**config.mk**
```make
export PLATFORM = sky130hd
export DESIGN_NAME = pdp8_trace_buffer
export DESIGN_NICKNAME = d
export VERILOG_FILES = /design/src/rtl/pdp8_trace_buffer.sv
export SDC_FILE = /design/constraint.sdc
export NUM_CORES = 2
export LEC_CHECK = 0
export CAP_MARGIN = 20
export CORE_ASPECT_RATIO = 0.8
export CORE_MARGIN = 2
export CORE_UTILIZATION = 46
export CTS_CLUSTER_DIAMETER = 80
export DETAILED_ROUTE_END_ITERATION = 12
export PLACE_DENSITY = 0.64
export SYNTH_ARGS = -nofsm -noshare
export SYNTH_HDL_FRONTEND = slang
export SYNTH_SLANG_ARGS = --single-unit
```
**constraint.sdc**
```tcl
create_clock -name clk -period 22.9 [get_ports clk]
set_clock_uncertainty 0.2 [all_clocks]
set_input_delay 4.58 -clock clk [delete_from_list [all_inputs] [get_ports clk]]
set_output_delay 4.58 -clock clk [all_outputs]
set_load 0.03 [all_outputs]
```
**src/rtl/pdp8_trace_buffer.sv**
```systemverilog
// -----------------------------------------------------------------------------
// pdp8_trace_buffer
//
// Instruction-trace unit that sits beside the pdp8 core. It records one entry
// per instruction fetch ({pc, mb, l, ac, ion}) into a circular buffer of
// 2**DEPTH_LOG2 entries. The buffer is read out FIFO-style by the front panel
// or a host. Capture can wait for a PC trigger, and it freezes when the core
// halts.
//
// Optional feature macro: PDP8_TRACE_LIMIT_EN
//   When defined, the module gains a `limit` input and a `stop_req` output.
//   Capture freezes, and stop_req is raised, once `fetches` reaches a
//   non-zero limit.
//
// Ports
//   clk        in   system clock
//   reset      in   synchronous reset, active low
//   state      in   core state (4 bits)
//   pc         in   core program counter (ADDR_W bits)
//   mb         in   core memory buffer, the instruction word at fetch (12 bits)
//   ac         in   core accumulator (12 bits)
//   l          in   core link
//   ion        in   core interrupt enable
//   arm        in   one-cycle pulse: clear the buffer and start a new session
//   trig_en    in   1 = wait for pc == trig_pc before capturing
//   trig_pc    in   trigger address (ADDR_W bits)
//   limit      in   fetch limit, 0 = none (only with PDP8_TRACE_LIMIT_EN)
//   rd_ready   in   consumer takes rd_data this cycle
//   rd_valid   out  buffer is non-empty
//   rd_data    out  oldest entry {pc, mb, l, ac, ion} (ADDR_W+26 bits)
//   count      out  number of entries held (DEPTH_LOG2+1 bits)
//   fetches    out  fetches seen since arm; saturates (CNT_W bits)
//   capturing  out  FSM is in CAPTURE
//   halted     out  sticky: halt was seen while capturing
//   overflow   out  sticky: an entry was lost or overwritten
//   stop_req   out  fetch limit reached (only with PDP8_TRACE_LIMIT_EN)
//
// FSM states
//   state    | meaning
//   ---------+-------------------------------------------------------------
//   S_OFF    | idle after reset; no writes; readout still works
//   S_WAIT   | armed with trigger; waiting for a fetch at trig_pc
//   S_CAPTURE| recording one entry per fetch event
//   S_FROZEN | halt, full (no-wrap) or limit reached; no writes; readout works
// -----------------------------------------------------------------------------
module pdp8_trace_buffer #(
    parameter int           ADDR_W      = 15,
    parameter int           DEPTH_LOG2  = 6,
    parameter int           CNT_W       = 32,
    parameter logic [3:0]   FETCH_STATE = 4'b0000,
    parameter logic [3:0]   HALT_STATE  = 4'b1100,
    parameter bit           WRAP_MODE   = 1'b1
) (
    input  logic                    clk,
    input  logic                    reset,
    input  logic [3:0]              state,
    input  logic [ADDR_W-1:0]       pc,
    input  logic [11:0]             mb,
    input  logic [11:0]             ac,
    input  logic                    l,
    input  logic                    ion,
    input  logic                    arm,
    input  logic                    trig_en,
    input  logic [ADDR_W-1:0]       trig_pc,
`ifdef PDP8_TRACE_LIMIT_EN
    input  logic [CNT_W-1:0]        limit,
    output logic                    stop_req,
`endif
    input  logic                    rd_ready,
    output logic                    rd_valid,
    output logic [ADDR_W+25:0]      rd_data,
    output logic [DEPTH_LOG2:0]     count,
    output logic [CNT_W-1:0]        fetches,
    output logic                    capturing,
    output logic                    halted,
    output logic                    overflow
);

    localparam int                  DEPTH    = 1 << DEPTH_LOG2;
    localparam int                  ENTRY_W  = ADDR_W + 26;
    localparam logic [DEPTH_LOG2:0] FULL_CNT = (DEPTH_LOG2 + 1)'(DEPTH);

    typedef enum logic [1:0] {
        S_OFF     = 2'd0,
        S_WAIT    = 2'd1,
        S_CAPTURE = 2'd2,
        S_FROZEN  = 2'd3
    } fsm_t;

    fsm_t                   fsm_q;
    fsm_t                   fsm_nxt;

    logic [3:0]             state_d;
    logic [ENTRY_W-1:0]     mem [DEPTH];
    logic [DEPTH_LOG2-1:0]  wr_ptr;
    logic [DEPTH_LOG2-1:0]  rd_ptr;
    logic [DEPTH_LOG2:0]    cnt_q;
    logic [CNT_W-1:0]       fetch_cnt;
    logic                   halted_q;
    logic                   overflow_q;

    logic                   fetch_ev;
    logic                   trig_hit;
    logic                   accept;
    logic                   not_empty;
    logic                   full;
    logic                   pop;
    logic                   drop;
    logic                   write;
    logic                   overwrite;
    logic                   fetch_sat;
    logic                   limit_hit;
    logic [ENTRY_W-1:0]     entry;

    // A fetch event fires only on the first cycle of FETCH, however long the
    // core stays in that state.
    assign fetch_ev  = (state == FETCH_STATE) && (state_d != FETCH_STATE);
    assign trig_hit  = fetch_ev && (pc == trig_pc);

    // arm wins over a coincident fetch: that event is not recorded.
    assign accept    = !arm && (((fsm_q == S_CAPTURE) && fetch_ev) ||
                                ((fsm_q == S_WAIT) && trig_hit));

    assign not_empty = (cnt_q != '0);
    assign full      = (cnt_q == FULL_CNT);
    assign pop       = not_empty && rd_ready && !arm;

    // A pop in the same cycle frees the slot, so a push into a full buffer
    // only overflows when nothing is being read out.
    assign drop      = accept && full && !pop && !WRAP_MODE;
    assign write     = accept && !drop;
    assign overwrite = write && full && !pop;
    assign fetch_sat = &fetch_cnt;
    assign entry     = {pc, mb, l, ac, ion};

`ifdef PDP8_TRACE_LIMIT_EN
    logic stop_q;

    // The limit is hit on the edge where the counter reaches the limit, so
    // the fetch that makes the count equal to limit is still recorded.
    assign limit_hit = accept && (limit != '0) && !fetch_sat &&
                       ((fetch_cnt + CNT_W'(1)) == limit);
    assign stop_req  = stop_q;
`else
    assign limit_hit = 1'b0;
`endif

    // -------------------------------------------------------------------------
    // FSM state register
    // -------------------------------------------------------------------------
    always_ff @(posedge clk) begin
        if (!reset) begin
            fsm_q <= S_OFF;
        end else begin
            fsm_q <= fsm_nxt;
        end
    end

    // -------------------------------------------------------------------------
    // FSM next-state logic
    // -------------------------------------------------------------------------
    always_comb begin
        fsm_nxt = fsm_q;
        if (arm) begin
            fsm_nxt = trig_en ? S_WAIT : S_CAPTURE;
        end else begin
            case (fsm_q)
                S_WAIT: begin
                    if (trig_hit) begin
                        fsm_nxt = limit_hit ? S_FROZEN : S_CAPTURE;
                    end
                end
                S_CAPTURE: begin
                    if ((state == HALT_STATE) || drop || limit_hit) begin
                        fsm_nxt = S_FROZEN;
                    end
                end
                default: fsm_nxt = fsm_q;
            endcase
        end
    end

    // -------------------------------------------------------------------------
    // FSM / readout outputs
    // -------------------------------------------------------------------------
    always_comb begin
        capturing = (fsm_q == S_CAPTURE);
        rd_valid  = not_empty;
        rd_data   = not_empty ? mem[rd_ptr] : '0;
        count     = cnt_q;
        fetches   = fetch_cnt;
        halted    = halted_q;
        overflow  = overflow_q;
    end

    // -------------------------------------------------------------------------
    // Buffer storage. It is never cleared; arm and reset empty the buffer by
    // clearing the pointers and the count.
    // -------------------------------------------------------------------------
    always_ff @(posedge clk) begin
        if (reset && write) begin
            mem[wr_ptr] <= entry;
        end
    end

    // -------------------------------------------------------------------------
    // Pointers, count, fetch counter and sticky flags
    // -------------------------------------------------------------------------
    always_ff @(posedge clk) begin
        if (!reset) begin
            // HALT_STATE here means that a core which comes out of reset
            // already in FETCH still produces a clean first fetch event.
            state_d    <= HALT_STATE;
            wr_ptr     <= '0;
            rd_ptr     <= '0;
            cnt_q      <= '0;
            fetch_cnt  <= '0;
            halted_q   <= 1'b0;
            overflow_q <= 1'b0;
        end else begin
            state_d <= state;
            if (arm) begin
                wr_ptr     <= '0;
                rd_ptr     <= '0;
                cnt_q      <= '0;
                fetch_cnt  <= '0;
                halted_q   <= 1'b0;
                overflow_q <= 1'b0;
            end else begin
                if (write) begin
                    wr_ptr <= wr_ptr + DEPTH_LOG2'(1);
                end
                // An overwrite pushes the oldest entry out, so the read
                // pointer moves with it.
                if (pop || overwrite) begin
                    rd_ptr <= rd_ptr + DEPTH_LOG2'(1);
                end
                if (write && !pop && !full) begin
                    cnt_q <= cnt_q + (DEPTH_LOG2 + 1)'(1);
                end else if (pop && !write) begin
                    cnt_q <= cnt_q - (DEPTH_LOG2 + 1)'(1);
                end
                if (accept && !fetch_sat) begin
                    fetch_cnt <= fetch_cnt + CNT_W'(1);
                end
                if (overwrite || drop) begin
                    overflow_q <= 1'b1;
                end
                if ((fsm_q == S_CAPTURE) && (state == HALT_STATE)) begin
                    halted_q <= 1'b1;
                end
            end
        end
    end

`ifdef PDP8_TRACE_LIMIT_EN
    always_ff @(posedge clk) begin
        if (!reset) begin
            stop_q <= 1'b0;
        end else if (arm) begin
            stop_q <= 1'b0;
        end else if (limit_hit) begin
            stop_q <= 1'b1;
        end
    end
`endif

endmodule

```
==> impl_metrics.yaml <==
timing:
  slew_headroom_pct: 23.7
  whs_ps: 289
  hold_viol: 0
  fin_crit_sh_pct: 49.9
  drv_slew: 0
  setup_tns_ps: 0
  period_needed_ps: 11430
  worst_pin_slew_ps: 1140
  setup_slack_ps: 11470
  finalSetupViolations: 0
  max_freq_mhz: 87.5
  rsz0062_at_grt: "false"
critical_path:
  worstPathArrival_ps: 6650
  cp.required_ps: 18120
  cp_max_fo: 86
  cpMostUsedCell: "buf_4"
  crit_chain: "buf_12 > buf_4 > buf_4 > buf_4 > mux4_2 > nand2_1 > and3_1 > nor4_1 > a221o_1 > clkdlybuf4s50_1"
  path_buf_inv: 5
  cp-start-kind: "register"
  path_delay_family: "buffers and inverters"
  end_kind: "output pin"
  cpPeakStageDelay_ps: 840
  setup.worst_path.class: "register to output pin"
  critPathSlowestCell: "nor4_1"
layout:
  final_common_cell: "edfxtp_1"
  final_cells: 8162
  layout_common_cells: "2,624 x edfxtp_1, 709 x mux4_2, 274 x clkbuf_16, 177 x buf_4, 134 x mux2i_1"
  final_nets: 5056
  drive_gt1_share_pct: 26.8
  fin_area_mm2: 0.118
  area_delta_synth_final_pct: 13.7
  final_util_pct: 52.7
power:
  powerDensity_mw_per_mm2: 84.6
  swShare_pct: 21.3
  p_seq_share_pct: 54.2
  power_frac_comb_pct: 4.2
  power.switching_mw: 2.12
  ir_worst_vdd_uv: 58.5
  internal_power_mw: 7.85
  p_clk_share_pct: 41.7
  p_leak_nw: 35.1
  power.total_mw: 9.96
hold_path:
  hp-class: "register to register"
clocking:
  cts_setup_buffers: 0
  ctsHoldBuffers: 0
  cts_root_buf: "clkbuf_16"
  cts_resized: 0
  cts_buffers: 266
  htreeDepth: 5
  cts_buffer_depth: 4
  cts_tree: "yes"
  clkSlewWorstSetupHoldPaths_ps: 60
  clk-insertion-delay-late_ps: 790
  clock_sinks: 2689
floorplan:
  die_w_um: 534
  fp.dieH_um: 428
  core-area_mm2: 0.223
  start_util_pct: 46.3
  fp-row-count: 155
  die_area_mm2: 0.229
  io_pins: 149
synthesis:
  synth_cell_types: 74
  synth_ff_type: "edfxtp_1"
  synthArstFlopShare_pct: 0
  yosysSeqAreaShare_pct: 77.4
  syn_nets: 4694
  ys_warn_count: 0
  synth_edf_count: 2624
  ys_ff_latch: 2689
  synthTopCellsByArea: "edfxtp_1 76%, mux4_2 15%, mux2i_1 1.3%"
  syn-cell-area_mm2: 0.104
  syn_area_per_cell_um2: 22.4
  syn_inst: 4620
  synth_top_area_share_pct: 76.1
  yosysTopAreaCell: "edfxtp_1"
job:
  drv_cap: 0
routing:
  drt-total-wl_um: 294000
  drc: 0
  drtAntennaViolNets: 0
  vias_per_cell: 6.42
  post_drt_wl_per_cell_um: 36.0
  vias: 52400
  drtPass1Iterations: 6
  drt_iter0_markers: 7954
global_routing:
  grt-ovfl-total: 0
  first_global_vias: 50800
  antenna_found_initial: 8
  grt_pass1_wl_um: 408000
  grt_max_degree: 93
  grtUsageTotal_pct: 25.6
placed_design:
  pre_cts_slack_ps: 12000
  port_buffers: 148
  dp_cells: 7683
  dpl_cell_area_mm2: 0.109
  dp_hpwl_um: 169000
  place_congestion: 0.829
run_status:
  status: "finished clean"
[cell families (layout without fill, tap and decap cells)]
group | count (synthesis) | count (layout) | share of synthesized area (%)
AOI/OAI and AO/OA | 360 | 360 | 2.36
DFF | 2689 | 2689 | 77.4
adders and majority gates | 9 | 9 | 0.116
xor gates and xnor gates | 27 | 27 | 0.228
buffers and inverters | 270 | 825 | 1.22
other | 0 | 4 | 0
muxes | 844 | 844 | 16.7
and+or+nand+nor | 421 | 421 | 1.99
[state kept, by name (all words and copies together), names as in the netlist, named ones only]
signal    cells
fetches      32
mem        2624
fsm_q         2
halted        1
overflow      1
state_d       4
wr_ptr        6
rd_ptr        6
count         7
[synth_stat cells, drive strengths merged (4+ instances only)]
cell / count
clkbuf: 113
o221ai: 39
nand3b: 7
inv: 16
nand4: 14
and2: 11
mux4: 709
buf: 140
a21oi: 81
edfxtp: 2624
a221o: 4
and4: 6
o31ai: 10
a2111oi: 8
mux2i: 134
ha: 8
nand3: 20
or4: 10
nand2: 111
a211oi: 36
dfxtp: 65
nor4: 18
or3: 28
nor2: 119
nand2b: 12
nor2b: 20
a22oi: 29
a31oi: 13
xnor2: 26
o211ai: 7
o21ai: 62
and3: 10
o22ai: 35
nor3: 27
[worst paths after layout]
| path | slack [ps] | startpoint | cells after the start | to |
|---|---|---|---|---|
| min | 290 | halted | 2 | halted |
| max | 11470 | register | 10 | rd_data[4] |
| max reg2reg | 17500 | fsm_q[0] | 7 | mem[26][1] |
| min reg2reg | 290 | halted | 2 | halted |
[worst reg2reg max path, delay by kind of cell (launching register included)]
kind            cells  cell delay [ps]
compound gates      1              420
buf+inv             1              690
flops               1              340
simple gates        5             3350
[metal layers]
metal | vias to the layer above | global-route usage, % | share of wire [%]
met3 | 395 | 6.82 | 12
li1 | 20400 | - | -
met4 | 6 | 6.40 | 2.8
met2 | 3232 | 37.0 | 44
met1 | 28300 | 38.8 | 41
met5 | - | 0 | 0.014
[power by group through the flow]
stage | Sequential [mW] | Combinational (mW) | Clock, mW
2_1_floorplan | 5.51 | 0.170 | 0
3_3_place_gp | 5.51 | 0.403 | 0
3_5_place_dp | 5.51 | 0.411 | 0
4_1_cts | 5.40 | 0.412 | 4.20
5_1_grt | 5.40 | 0.435 | 4.38
6_report | 5.40 | 0.415 | 4.15
[area by class of cell]
cell class | instances | area [µm²]
clock buffers | 341 | 7120
inverters | 17 | 68.8
diodes | 4 | 10.0
clock inverters | 120 | 933
flip-flops and latches | 2689 | 80100
repair buffers | 347 | 3060
multi-input cells | 1661 | 22700
fillers | 17000 | 106000
well taps | 2983 | 3730
(Power assumes the default switching activity.)
